## src/rtl/ddp_pkt_fifo.sv

```systemverilog
// Register-array FIFO for 267-bit DDP packet words between the assembler and the cut/pad stage.
// Status flags decode from a registered occupancy count, so they always describe the start of the cycle.
module ddp_pkt_fifo #(
  parameter int DEPTH       = 16,
  parameter int AFULL_LEVEL = 12,
  localparam int W  = 267,
  localparam int AW = $clog2(DEPTH),
  localparam int LW = AW + 1
) (
  input  logic          clock,
  input  logic          reset,
  input  logic          ddpPktPush,
  input  logic [W-1:0]  ddpPktDataIn,
  input  logic          ddpPktPop,
  output logic [W-1:0]  ddpPktDataOut,
  output logic          ddpPktDataValid,
  output logic          ddpPktFull,
  output logic          ddpPktEmpty,
  output logic          ddpPktAlmostFull,
  output logic [LW-1:0] ddpPktLevel,
  output logic          ddpPktOvfl,
  output logic          ddpPktUdfl,
  input  logic          errClear
);

  logic [W-1:0]  mem [DEPTH];
  logic [AW-1:0] wr_ptr, rd_ptr;
  logic          push_ok, pop_ok;

  assign ddpPktFull       = (ddpPktLevel == LW'(DEPTH));
  assign ddpPktEmpty      = (ddpPktLevel == '0);
  assign ddpPktAlmostFull = (ddpPktLevel >= LW'(AFULL_LEVEL));

  // Full/empty are pre-cycle, so a push+pop on full drops the push and on empty drops the pop.
  assign push_ok = ddpPktPush && !ddpPktFull;
  assign pop_ok  = ddpPktPop  && !ddpPktEmpty;

  // Storage is intentionally not reset.
  always_ff @(posedge clock) begin
    if (push_ok) mem[wr_ptr] <= ddpPktDataIn;
  end

  always_ff @(posedge clock or posedge reset) begin
    if (reset) begin
      wr_ptr <= '0;
      rd_ptr <= '0;
    end else begin
      if (push_ok) wr_ptr <= wr_ptr + 1'b1;
      if (pop_ok)  rd_ptr <= rd_ptr + 1'b1;
    end
  end

  always_ff @(posedge clock or posedge reset) begin
    if (reset) begin
      ddpPktLevel <= '0;
    end else begin
      case ({push_ok, pop_ok})
        2'b10:   ddpPktLevel <= ddpPktLevel + 1'b1;
        2'b01:   ddpPktLevel <= ddpPktLevel - 1'b1;
        default: ddpPktLevel <= ddpPktLevel;
      endcase
    end
  end

  // Read data holds between accepted pops; valid marks the cycle after each one.
  always_ff @(posedge clock or posedge reset) begin
    if (reset) begin
      ddpPktDataOut   <= '0;
      ddpPktDataValid <= 1'b0;
    end else begin
      ddpPktDataValid <= pop_ok;
      if (pop_ok) ddpPktDataOut <= mem[rd_ptr];
    end
  end

  always_ff @(posedge clock or posedge reset) begin
    if (reset) begin
      ddpPktOvfl <= 1'b0;
      ddpPktUdfl <= 1'b0;
    end else if (errClear) begin
      ddpPktOvfl <= 1'b0;
      ddpPktUdfl <= 1'b0;
    end else begin
      if (ddpPktPush && ddpPktFull)  ddpPktOvfl <= 1'b1;
      if (ddpPktPop  && ddpPktEmpty) ddpPktUdfl <= 1'b1;
    end
  end

endmodule

```

## config.mk

```make
export PLATFORM = sky130hd
export DESIGN_NAME = ddp_pkt_fifo
export DESIGN_NICKNAME = d
export VERILOG_FILES = /design/src/rtl/ddp_pkt_fifo.sv
export SDC_FILE = /design/constraint.sdc
export NUM_CORES = 2
export LEC_CHECK = 0
export ABC_AREA = 0
export CAP_MARGIN = 5
export CORE_UTILIZATION = 29
export DETAILED_ROUTE_END_ITERATION = 8
export MAX_ROUTING_LAYER = met4
export SYNTH_ARGS = -nofsm -noshare
export SYNTH_HDL_FRONTEND = slang
export SYNTH_MEMORY_MAX_BITS = 65536
export SYNTH_SLANG_ARGS = --single-unit
```

## constraint.sdc

```tcl
create_clock -name clock -period 65 [get_ports clock]
set_input_delay 19.5 -clock clock [delete_from_list [all_inputs] [get_ports clock]]
set_output_delay 19.5 -clock clock [all_outputs]
set_load 0.1 [all_outputs]
```

==> summary.txt <==
Synth
  • Post-Syn Instances: 7,214
  • Post-synth top area share: about three quarters
  • Top cells by area, synth: edfxtp_1 (76%), mux4_2 (14%), dfrtp_1 (4.2%), o22ai_1 (1.7%), mux2_2 (1.6%)
  • Synthesized cell area: roughly 170,000 um^2
  • #FFs+latches synth: 4,555
  • Ys flop type: edfxtp_1
  • YS warnings: 0
  • Seq/Total Area, Yosys: 79.8%
  • Number of synthesized flops with an enable pin: 4,272
  • Syn Area/Cell: 23.5 um^2
  • Synthesized Nets: 7,495
  • Cell type with the largest total area after synthesis: edfxtp_1
  • Cell variety after synth: 43
  • Proportion of synthesized flip-flops having asynchronous set or reset: 6.21%

Timing
  • WHS: 0.493 ns
  • Slew HR: 16.7%
  • Setup Skew: 0.112 ns
  • Tcrit/Tclk final: 36.8%
  • Slew Viols, Final: 0
  • RSZ-0062 raised after global routing: false
  • Setup TNS: 0 ns
  • Setup Viol. Count Final: 0
  • Peak Freq: 41.8 MHz
  • Final Hold Fails: 0
  • Worst slew pin tran: 1.25 ns
  • Final min period: 23.93 ns

Floorplanning
  • IO Count: 550
  • Core Area: 582,000 um^2
  • Die width: 767 um
  • Die height: 767 um
  • DIE AREA: 588,000 um^2
  • Starting density of the core: between 20 and 30%
  • FP Rows: 280

Power and ir drop
  • Clk network pwr share: between 20% and 30%
  • Combinational power share: a little over 30%
  • Power per Cell Area: 46.4 nW/um^2
  • LEAKAGE: 61.4 nW
  • Reg power frac: 40.5%
  • Tot Pwr: 9.28 mW
  • Cell internal pwr: around 6.2 mW
  • VDD IR-drop max: 0.0390 mV
  • P_sw: 3.12 mW
  • Sw frac: 33.6%

Drt
  • Initial DRT Pass Iterations: 6
  • DR vias/cell: 4.88
  • Final WL: 412 mm
  • 1st-iter DRT viols: 7,857
  • DRT antenna net count: 0
  • Vias: ~80,000
  • DR WL/cell: ~26 um
  • DRC: 0

Placement
  • IO buf count: 549
  • Hpwl dp: 241 mm
  • RD Place Congestion: around 0.76
  • Dpl cells: 15,269

Worst setup path
  • Reg2Reg Setup Slack: 57.80 ns
  • Reg2Reg Capture Point: ddpPktDataOut[85]
  • Worst Reg-to-Reg Cells: 10
  • Crit path arrival time: 24.50 ns
  • Setup crit end kind: flop
  • Worst Path Required: 65.56 ns
  • Max FO, Critical Path: 50
  • Reg2reg start: rd_ptr[2]
  • Critical path class: input port to flop
  • CP startpoint kind: input port

Outcome
  • Status: finished clean

Run
  • Max-Cap Viols: 0

Global route
  • First-pass GRT wire length: 594 mm
  • Pin count of the biggest net entering global routing: 141
  • Antenna violations before repair: 70
  • Vias in the first global route: 81,976
  • GRT overflow: 0
  • GRT Resource Usage Total: 13.9%

Hold path
  • WHS Endpoint: ddpPktDataOut[127]
  • Hold Startpoint: ddpPktDataOut[127]
  • Hold WC Path Type: flop to flop
  • Hold path cells: 2

Cells and area
  • Area Growth Syn to Fin: 17.8%
  • Util after Layout: 34.3%
  • Fin nets: 8,245
  • Share of cells above drive strength 1: 26.2%
  • Non-Filler Instances: between 15,000 and 20,000
  • Most frequent cells in the layout: edfxtp_1 (4,272), mux4_2 (1,068), clkdlybuf4s50_1 (538)
  • Most common cell after layout, fill and taps aside: edfxtp_1

CTS
  • CTS tree: done
  • Post-CTS Repair Setup Buffers: 0
  • CTS H-tree lvls: 5
  • Clk slew on worst S/H paths: 0.06 ns
  • Clock Tree Buf Depth: 4
  • Cts-stage hold buffer count: 0
  • Total CTS buffers: between 400 and 500
  • Root Driver: clkbuf_16
  • Clock Sinks: 4,555
  • Worst skew pair latency: between 1 and 1.5 ns
  • Post_cts resized: 0
==> final cells by class <==
| cell class | count | area [um^2] |
|---|---|---|
| inverters | 5 | 33.8 |
| repair buffers | 723 | 6920 |
| fillers | 53116 | 382000 |
| diodes | 40 | 100 |
| multi-input cells | 2231 | 32500 |
| well taps | 7755 | 9700 |
| flip-flops and latches | 4555 | 135000 |
| clock buffers | 586 | 12100 |
| clock inverters | 246 | 3070 |
==> critical path, stage by stage <==
cell	delay, ns
clkdlybuf4s50_1	0.50
a21boi_1	0.21
buf_4	0.21
nand2_1	0.23
nor2_4	0.85
buf_4	0.68
buf_4	0.72
buf_4	0.58
buf_4	0.72
==> power groups by stage <==
| stage | logic, mW | registers, mW | clock network (mW) |
|---|---|---|---|
| 4_1_cts | 2.94 | 3.77 | 2.70 |
| 6_report | 2.88 | 3.76 | 2.64 |
| 3_5_place_dp | 2.93 | 3.82 | 0 |
| 3_3_place_gp | 2.92 | 3.81 | 0 |
| 2_1_floorplan | 1.51 | 4.44 | 0 |
| 5_1_grt | 3.04 | 3.79 | 2.80 |
==> cells in the mapped netlist (35+ instances only) <==
master / number
buf_2: 140
mux4_2: 1068
mux2_2: 235
clkbuf_1: 230
buf_1: 35
nand2_1: 44
o21ai_0: 38
edfxtp_1: 4272
o22ai_1: 468
dfrtp_1: 283
a21oi_1: 218
==> routing by layer <==
metal	vias up	track usage, %	share of wire, %
li1	32569	-	-
met2	2770	22.3	49
met1	42801	18.6	42
met4	0	3.63	2.5
met5	-	-	0
met3	629	2.36	6.5
==> how the worst max path moves through the flow <==
stage | end | from | cells after the start
4_1_cts | mem[10][90] | ddpPktPush | 9
3_3_place_gp | mem[10][86] | ddpPktPush | 9
6_report | mem[10][90] | ddpPktPush | 9
3_5_place_dp | mem[10][86] | ddpPktPush | 9
2_1_floorplan | mem[3][0] | ddpPktPush | 3
5_1_grt | mem[10][90] | ddpPktPush | 9
==> flip-flops by register name (all words and copies together) (netlist names) <==
register,count
mem,4272
ddpPktDataOut,267
ddpPktLevel,5
rd_ptr,4
wr_ptr,4
ddpPktDataValid,1
ddpPktOvfl,1
ddpPktUdfl,1
==> metrics by stage <==
step	area, um^2	worst slack (ns)
after floorplan	170000	25.64
after global placement	185000	40.07
after detailed placement	185000	39.98
after CTS	200000	41.05
after global routing	200000	40.89
final	200000	41.07
==> cells by family after synthesis <==
family	share of synthesized area [%]
DFF	79.8
buffers and inverters	1.09
adders and majority gates	0.0664
xor gates and xnor gates	0.0517
and+or+nand+nor	0.245
muxes	15.7
AOI/OAI and AO/OA	2.98
(Power assumes the default switching activity.)
